[src/rtl/uart_pkg.sv]
// Shared UART definitions: FSM states, frame constants and baud divider math.
// Used by both the receiver and the transmitter.
package uart_pkg;

    localparam int OVERSAMPLE = 16;
    localparam int DATA_BITS  = 8;

    typedef enum logic [1:0] {
        IDLE  = 2'd0,
        START = 2'd1,
        DATA  = 2'd2,
        STOP  = 2'd3
    } uart_state_e;

    function automatic int calc_div(input int clk_freq, input int baud);
        return clk_freq / (baud * OVERSAMPLE);
    endfunction

endpackage

[src/rtl/uart_baud_tick.sv]
// Oversample tick generator: one-clock tick every DIV clocks.
// Held at zero while clear is high so a new frame starts phase-aligned.
module uart_baud_tick #(
    parameter int DIV = 1
) (
    input  logic clk,
    input  logic reset,
    input  logic clear,
    output logic tick
);

    localparam int CW = (DIV > 1) ? $clog2(DIV) : 1;
    localparam logic [CW-1:0] LAST = CW'(DIV - 1);

    logic [CW-1:0] cnt_q, cnt_d;

    always_comb begin
        tick  = !clear && (cnt_q == LAST);
        cnt_d = cnt_q;
        if (clear || tick) begin
            cnt_d = '0;
        end else begin
            cnt_d = cnt_q + 1'b1;
        end
    end

    always_ff @(posedge clk) begin
        if (reset) begin
            cnt_q <= '0;
        end else begin
            cnt_q <= cnt_d;
        end
    end

endmodule

[src/rtl/uart_rx.sv]
// 8N1 UART receiver with 16x oversampling, 3-sample majority vote,
// a read-acknowledged holding register and sticky framing/overrun flags.
module uart_rx
    import uart_pkg::*;
#(
    parameter int CLK_FREQ = 100_000_000,
    parameter int BAUD     = 9600
) (
    input  logic       clk,
    input  logic       reset,
    input  logic       rx,
    input  logic       rd_ack,
    input  logic       err_clr,
    output logic [7:0] rx_data,
    output logic       rx_valid,
    output logic       frame_err,
    output logic       overrun,
    output logic       busy
);

    localparam int DIV = calc_div(CLK_FREQ, BAUD);
    localparam logic [2:0] LAST_BIT = 3'(DATA_BITS - 1);

    uart_state_e state_q, state_d;

    logic       sync1_q, rx_s_q;
    logic [3:0] scnt_q, scnt_d;
    logic [2:0] bit_idx_q, bit_idx_d;
    logic [7:0] shift_q, shift_d;
    logic       s6_q, s6_d;
    logic       s7_q, s7_d;
    logic       brk_q, brk_d;
    logic [7:0] rx_data_q, rx_data_d;
    logic       rx_valid_q, rx_valid_d;
    logic       frame_err_q, frame_err_d;
    logic       overrun_q, overrun_d;

    logic tick;
    logic decide;
    logic wrap;
    logic maj;

    uart_baud_tick #(
        .DIV(DIV)
    ) u_tick (
        .clk  (clk),
        .reset(reset),
        .clear(state_q == IDLE),
        .tick (tick)
    );

    assign decide = tick && (scnt_q == 4'd8);
    assign wrap   = tick && (scnt_q == 4'd15);
    assign maj    = (s6_q & s7_q) | (s6_q & rx_s_q) | (s7_q & rx_s_q);

    always_comb begin
        state_d     = state_q;
        scnt_d      = scnt_q;
        bit_idx_d   = bit_idx_q;
        shift_d     = shift_q;
        s6_d        = s6_q;
        s7_d        = s7_q;
        brk_d       = brk_q;
        rx_data_d   = rx_data_q;
        rx_valid_d  = rx_valid_q;
        frame_err_d = frame_err_q;
        overrun_d   = overrun_q;

        if (state_q == IDLE) begin
            scnt_d = '0;
        end else if (tick) begin
            scnt_d = scnt_q + 4'd1;
        end

        if (tick && scnt_q == 4'd6) begin
            s6_d = rx_s_q;
        end
        if (tick && scnt_q == 4'd7) begin
            s7_d = rx_s_q;
        end

        if (rd_ack) begin
            rx_valid_d = 1'b0;
        end
        if (err_clr) begin
            frame_err_d = 1'b0;
            overrun_d   = 1'b0;
        end

        unique case (state_q)
            IDLE: begin
                brk_d = 1'b0;
                if (!rx_s_q) begin
                    state_d = START;
                end
            end
            START: begin
                if (decide && maj) begin
                    state_d = IDLE;
                end else if (wrap) begin
                    state_d   = DATA;
                    bit_idx_d = '0;
                end
            end
            DATA: begin
                if (decide) begin
                    shift_d = {maj, shift_q[7:1]};
                end
                if (wrap) begin
                    if (bit_idx_q == LAST_BIT) begin
                        state_d = STOP;
                    end else begin
                        bit_idx_d = bit_idx_q + 3'd1;
                    end
                end
            end
            STOP: begin
                // After a bad stop bit, wait out a BREAK before re-arming.
                if (brk_q) begin
                    if (rx_s_q) begin
                        state_d = IDLE;
                        brk_d   = 1'b0;
                    end
                end else if (decide) begin
                    if (maj) begin
                        state_d    = IDLE;
                        rx_data_d  = shift_q;
                        rx_valid_d = 1'b1;
                        if (rx_valid_q && !rd_ack) begin
                            overrun_d = 1'b1;
                        end
                    end else begin
                        frame_err_d = 1'b1;
                        brk_d       = 1'b1;
                    end
                end
            end
            default: state_d = IDLE;
        endcase
    end

    always_ff @(posedge clk) begin
        if (reset) begin
            state_q     <= IDLE;
            sync1_q     <= 1'b1;
            rx_s_q      <= 1'b1;
            scnt_q      <= '0;
            bit_idx_q   <= '0;
            shift_q     <= '0;
            s6_q        <= 1'b1;
            s7_q        <= 1'b1;
            brk_q       <= 1'b0;
            rx_data_q   <= '0;
            rx_valid_q  <= 1'b0;
            frame_err_q <= 1'b0;
            overrun_q   <= 1'b0;
        end else begin
            state_q     <= state_d;
            sync1_q     <= rx;
            rx_s_q      <= sync1_q;
            scnt_q      <= scnt_d;
            bit_idx_q   <= bit_idx_d;
            shift_q     <= shift_d;
            s6_q        <= s6_d;
            s7_q        <= s7_d;
            brk_q       <= brk_d;
            rx_data_q   <= rx_data_d;
            rx_valid_q  <= rx_valid_d;
            frame_err_q <= frame_err_d;
            overrun_q   <= overrun_d;
        end
    end

    assign rx_data   = rx_data_q;
    assign rx_valid  = rx_valid_q;
    assign frame_err = frame_err_q;
    assign overrun   = overrun_q;
    assign busy      = (state_q != IDLE);

endmodule
[config.mk]
export PLATFORM = sky130hd
export DESIGN_NAME = uart_rx
export DESIGN_NICKNAME = d
export VERILOG_FILES = /design/src/rtl/uart_pkg.sv /design/src/rtl/uart_baud_tick.sv /design/src/rtl/uart_rx.sv
export SDC_FILE = /design/constraint.sdc
export NUM_CORES = 1
export LEC_CHECK = 0
export BUFFER_PORTS_ARGS = -buffer_cell sky130_fd_sc_hd__buf_2
export CAP_MARGIN = 20
export CORE_UTILIZATION = 40
export CTS_CLUSTER_SIZE = 20
export DETAILED_ROUTE_END_ITERATION = 8
export PLACE_DENSITY_LB_ADDON = 0.15
export SLEW_MARGIN = 15
export SYNTH_ARGS = -nofsm -noshare
export SYNTH_HDL_FRONTEND = slang
export SYNTH_SLANG_ARGS = --single-unit
[constraint.sdc]
create_clock -name clk -period 5.2 [get_ports clk]
set_input_delay 0.78 -clock clk [delete_from_list [all_inputs] [get_ports clk]]
set_output_delay 0.78 -clock clk [all_outputs]
set_load 0.005 [all_outputs]
==> results of run 1 <==
==> critical path, cell delays in order (launching register included) <==
cell and delay, ns:
dfxtp_1 0.42, inv_1 0.11, ha_1 0.33, nor3b_2 0.26, nand4_2 0.21, or3_1 0.55
o22ai_1 0.17, nor2b_1 0.13
==> final cells by class <==
| class | instances | area [sq um] | share of cell area [%] |
|---|---|---|---|
| multi-input cells | 155 | 1040 | 46.9 |
| clock inverters | 2 | 38.8 | 1.75 |
| clock buffers | 6 | 82.6 | 3.72 |
| well taps | 67 | 83.8 | 3.77 |
| flip-flops and latches | 43 | 861 | 38.8 |
| inverters | 9 | 33.8 | 1.52 |
| repair buffers | 16 | 80.1 | 3.61 |
==> stage by stage <==
stage          power (mW)  cells  utilization, %  area [sq um]
2_1_floorplan       0.376    216               -          1980
3_3_place_gp        0.383    290            44.2          2100
3_5_place_dp        0.383    290            44.2          2100
4_1_cts             0.657    298            46.7          2220
5_1_grt             0.675    298            46.7          2220
6_report            0.649    298            46.7          2220
==> sequential cells by signal, indices dropped and copies added (netlist names), 3 cells and up, named ones only <==
signal / count
scnt_q: 4
bit_idx_q: 3
u_tick.cnt_q: 10
shift_q: 8
rx_data: 8
==> cell families (layout without fill, tap and decap cells) <==
| logic type | after synthesis | after routing | share of synthesized area (%) |
|---|---|---|---|
| muxes | 11 | 11 | 5.56 |
| and+or+nand+nor | 92 | 92 | 25.1 |
| AOI/OAI and AO/OA | 28 | 28 | 8.90 |
| adders and majority gates | 13 | 13 | 8.08 |
| DFF | 43 | 43 | 43.4 |
| buffers and inverters | 18 | 33 | 4.04 |
| xor gates and xnor gates | 11 | 11 | 4.86 |
==> worst min path at each step <==
stage / end / start / cells past startpoint / slack, ns
after CTS: rx_s_q$_SDFF_PP1_ / sync1_q$_SDFF_PP1_ / 1 / 0.43
final: rx_s_q$_SDFF_PP1_ / sync1_q$_SDFF_PP1_ / 1 / 0.43
after floorplan: rx_s_q$_SDFF_PP1_ / sync1_q$_SDFF_PP1_ / 1 / 0.39
after global placement: rx_s_q$_SDFF_PP1_ / sync1_q$_SDFF_PP1_ / 1 / 0.42
after global routing: rx_s_q$_SDFF_PP1_ / sync1_q$_SDFF_PP1_ / 1 / 0.45
after detailed placement: rx_s_q$_SDFF_PP1_ / sync1_q$_SDFF_PP1_ / 1 / 0.41
==> power by group through the flow <==
stage	Clock (mW)	Sequential, mW	Combinational (mW)
CTS	0.282	0.336	0.0387
global route	0.295	0.337	0.0436
floorplan	0	0.343	0.0334
detailed placement	0	0.344	0.0386
finish	0.275	0.336	0.0385
global placement	0	0.344	0.0389
==> placed cells by master (no fill, tap or decap), drive strengths merged, types with 2 or more instances in the layout <==
cell,netlist,routed
buf,5,16
nand4,2,2
a221o,2,2
nor2b,4,4
xor2,5,5
inv,9,10
clkbuf,4,6
nand4b,2,2
a21o,2,2
nand2b,5,5
nand2,25,25
or2,3,3
and4bb,2,2
nand3,6,6
a21oi,15,15
and3,3,3
nor2,23,23
and4,2,2
xnor2,6,6
or3,5,5
o21ai,4,4
mux2i,11,11
ha,12,12
nor3,7,7
dfxtp,43,43
==> routing by layer <==
layer	part of all wire (%)	vias to the layer above	track usage, %
li1	-	764	-
met1	52	661	19.5
met2	43	19	21.5
met3	3.1	5	4.31
met4	1.4	0	5.88
met5	0	-	0
==> reports/metrics.cfg, run 1 <==
[timing]
fin_ws_ns = 2.95
timing.hold.ws_ns = 0.432
finalSetupViolCount = 0
fin_skew_ns = 0.00475
slew_headroom_pct = 59.1
period_minus_slack_ns = 2.25
maxSlewViolCount = 0
timing.fmax_ghz = 0.445
setup_tns_ns = 0
tightest_slew_ns = 0.613
rsz0062_at_grt = no
hold_viol = 0
timing.final.crit_share_pct = 43.2

[setup_path]
crit_required_ns = 5.43
crit_type = flip-flop to flip-flop
crit_path_start = state_q[0]$_SDFFE_PP0P_
crit_arrival_ns = 2.48
end_kind = flip-flop
cp-start-kind = flip-flop
path_max_fanout = 10
setup.worst_path.end = overrun$_SDFF_PP0_
reg2reg_to = overrun$_SDFF_PP0_
rrSetupSlack_ns = 2.95
worstRegToRegCells = 7
r2r-start = state_q[0]$_SDFFE_PP0P_

[placed_design]
dp_hpwl_mm = 2.38
portBuffers = 16
place.gp.congestion = 0.728
place_ws_ns = 2.98

[global_route]
grt_max_degree = 36
grt_pass1_vias = 1273
track_usage_pct = 14.4
grt_pass1_wl_mm = 5.75
antenna_found_initial = 0
overflow = 0

[logic_synthesis]
synth_edf_count = 0
ys_top_cells_by_count = 43 x dfxtp_1, 25 x nand2_1, 22 x nor2_1, 15 x a21oi_1, 12 x ha_1
synth_seq_cells = 43
synth_area_sq_mm = 0.00198
synth_seq_area_share_pct = 43.4
yosysTopAreaCellShare_pct = 43.4
synth_area_leaders = dfxtp_1 43%, ha_1 7.6%, mux2i_1 5.6%, nand2_1 4.7%, nor2_1 4.2%
yosys.area.top_type = dfxtp_1
synth-warning-count = 0
yosys.cell_count.top_type = dfxtp_1
postSynthAreaPerCell_sq_um = 9.18
synth_cells = 216
synth_cell_type_count = 41
async_flop_share_pct = 0
mappedNetlistNets = 233
ys.flop_type = dfxtp_1

[detailed_routing]
viasPerCell = 4.86
vias = 1449
firstDrtPassIters = 4
drt_iter0_drc = 45
drc_errors = 0
antenna_left = 0
post_drt_wl_per_cell_um = 11.6
wl_mm = 3.46

[final_layout]
fin_nets = 247
diodes = 0
drive_gt1_share_pct = 15.2
fill_cells = 493
area_delta_synth_final_pct = 12.1

[flow_run]
cap_viol_max_count = 0

[clock_tree]
path_clk_slew_ns = 0.08
cts_resized = 0
postCtsSetupBuffers = 0
cts_made_buffers = 5
clock_sink_count = 43
cts.path.max_buffers = 2
cts_tree = done
clock_latency_ns = 0.30
cts_hold_buf = 0
clock-root-buffer = clkbuf_8
cts.htree.levels = 2

[floorplan]
fp.dieW_um = 72.4
die_y_um = 72.4
io_pins = 17
start_util_pct = 41.7
rows = 25
die-area_sq_mm = 0.00524
core_area_sq_mm = 0.00475

[run_status]
outcome = finished clean

[power_and_ir_drop]
vdd_drop_max_mv = 0.178
switching_share_pct = 22.3
switchingPower_mw = 0.145
power_frac_clock_pct = 42.3
power.leakage_nw = 0.821
p_int_mw = 0.505
power_density_mw_per_mm2 = 292
p_comb_share_pct = 5.9
p_seq_share_pct = 51.8

[hold_path]
holdCritPathClass = flip-flop to flip-flop

Note: power is estimated with default switching activity, not from simulation.
==> run 2: changes to the inputs <==
==> constraint.sdc (replaced) <==
create_clock -name clk -period 1.8 [get_ports clk]
set_input_delay 0.27 -clock clk [delete_from_list [all_inputs] [get_ports clk]]
set_output_delay 0.27 -clock clk [all_outputs]
set_load 0.005 [all_outputs]
==> run 2 against run 1 <==
Effect of this change:
- cell count up 8.7%
- die area unchanged
- utilization up 6.1 points
- critical path type unchanged
- largest power group unchanged
==> reports/metrics.cfg, run 2 (synthesis results as in run 1) <==
[timing]
hold_viol = 0
period_minus_slack_ns = 1.79
rsz0062_at_grt = yes
tightest_slew_ns = 0.351
slew_headroom_pct = 76.5
fin_skew_ns = 0.00597
timing.final.crit_share_pct = 99.6
finalSetupViolCount = 0
timing.fmax_ghz = 0.558
maxSlewViolCount = 0

[detailed_routing]
firstDrtPassIters = 4
wl_mm = 3.75
vias = 1541
post_drt_wl_per_cell_um = 11.6
drc_errors = 0
antenna_left = 0
viasPerCell = 4.76
drt_iter0_drc = 39

[setup_path]
crit_type = flip-flop to flip-flop
end_kind = flip-flop
crit_arrival_ns = 2.02
path_max_fanout = 7
cp-start-kind = flip-flop
crit_required_ns = 2.03

[flow_run]
cap_viol_max_count = 0

[final_layout]
drive_gt1_share_pct = 31.1
largest_reg_flops = 10
fill_cells = 472
diodes = 0
layout_commonest_cell = dfxtp_1
layout_common_cells = 38 x dfxtp_1, 24 x nand2_1, 24 x buf_4
instances_no_fill = 324
regMostFlops = u_tick.cnt_q
area_delta_synth_final_pct = 26.6
fin_nets = 273

[floorplan]
die-area_sq_mm = 0.00524
io_pins = 17
core_area_sq_mm = 0.00475
fp.dieW_um = 72.4
rows = 25
die_y_um = 72.4
start_util_pct = 41.7

[power_and_ir_drop]
p_total_mw = 1.89
vdd_drop_max_mv = 0.537
power_density_mw_per_mm2 = 753
power.leakage_nw = 0.977

[clock_tree]
cts.path.max_buffers = 2
clock_latency_ns = 0.30
path_clk_slew_ns = 0.09
cts_made_buffers = 5
cts.htree.levels = 2
cts_hold_buf = 0
cts_tree = done
clock-root-buffer = clkbuf_8
clock_sink_count = 43

[placed_design]
dp_cells = 312
portBuffers = 16
place.gp.congestion = 0.791
dp_hpwl_mm = 2.73

[global_route]
antenna_found_initial = 0
overflow = 0
grt_pass1_wl_mm = 6.40
grt_max_degree = 35
grt_pass1_vias = 1412
track_usage_pct = 15.8

[run_status]
outcome = finished clean

[hold_path]
holdCritPathClass = input port to flip-flop

-- run 2: cell types whose count changed in the layout (fill, tap and decap cells not counted), moves of 3 or more --
cell | previous run | this run
or3_4 | 1 | 4
inv_2 | 0 | 4
or3_1 | 4 | 1
buf_4 | 0 | 24
ha_2 | 0 | 3
inv_1 | 9 | 5
dfxtp_2 | 0 | 5
ha_1 | 12 | 7
dfxtp_1 | 43 | 38
-- run 2: worst max-delay path, cell delays in order (launching register included) --
cell     delay [ns]
dfxtp_2        0.34
inv_2          0.05
ha_4           0.19
and2b_2        0.26
nand2_4        0.07
or3_4          0.39
or3_1          0.31
a21oi_1        0.11
-- run 2: final cells by class --
| class | instances | area [sq um] | area share (%) |
|---|---|---|---|
| well taps | 67 | 83.8 | 3.34 |
| flip-flops and latches | 43 | 867 | 34.6 |
| inverters | 9 | 33.8 | 1.35 |
| clock buffers | 5 | 68.8 | 2.74 |
| clock inverters | 3 | 43.8 | 1.75 |
| repair buffers | 42 | 292 | 11.6 |
| multi-input cells | 155 | 1120 | 44.6 |
-- run 2: worst paths after layout --
kind                                start                   endpoint  slack [ns]  cells past startpoint
setup reg to reg  state_q[0]$_SDFFE_PP0P_  bit_idx_q[0]$_SDFFE_PP0P_       0.008                      7
setup / recovery  state_q[0]$_SDFFE_PP0P_  bit_idx_q[0]$_SDFFE_PP0P_       0.008                      7
hold reg to reg        sync1_q$_SDFF_PP1_          rx_s_q$_SDFF_PP1_        0.42                      1
hold / removal                         rx         sync1_q$_SDFF_PP1_        0.15                      2
-- run 2: where the power goes --
part,internal (mW),switching [mW]
registers,0.961,0.00698
logic,0.0794,0.0886
clock network,0.413,0.339
-- run 2: routing by layer --
layer	global-route usage, %	routed length, um
met1	21.0	1880
met2	24.5	1680
met3	4.17	122
met4	6.54	61
met5	0	0
-- run 2: per-stage QoR --
| step | setup slack [ns] | instance area (sq um) | hold slack [ns] | setup TNS, ns | util (%) |
|---|---|---|---|---|---|
| after global routing | -0.0587 | 2510 | 0.154 | -0.230 | 52.8 |
| after global placement | -0.0201 | 2290 | 0.414 | -0.0294 | 48.1 |
| after CTS | -0.0252 | 2410 | 0.148 | -0.0252 | 50.8 |
| final | 0.00808 | 2510 | 0.155 | 0 | 52.8 |
| after detailed placement | -0.0451 | 2290 | 0.414 | -0.0790 | 48.1 |
| after floorplan | -0.0864 | 2010 | 0.374 | -0.458 | - |
-- run 2: what timing repair did --
action | 4_1_cts | 5_1_grt
pin swaps | 2 | 3
gates resized for setup | 2 | 18
setup buffers | 1 | 3
setup endpoints to repair | 11 | 13
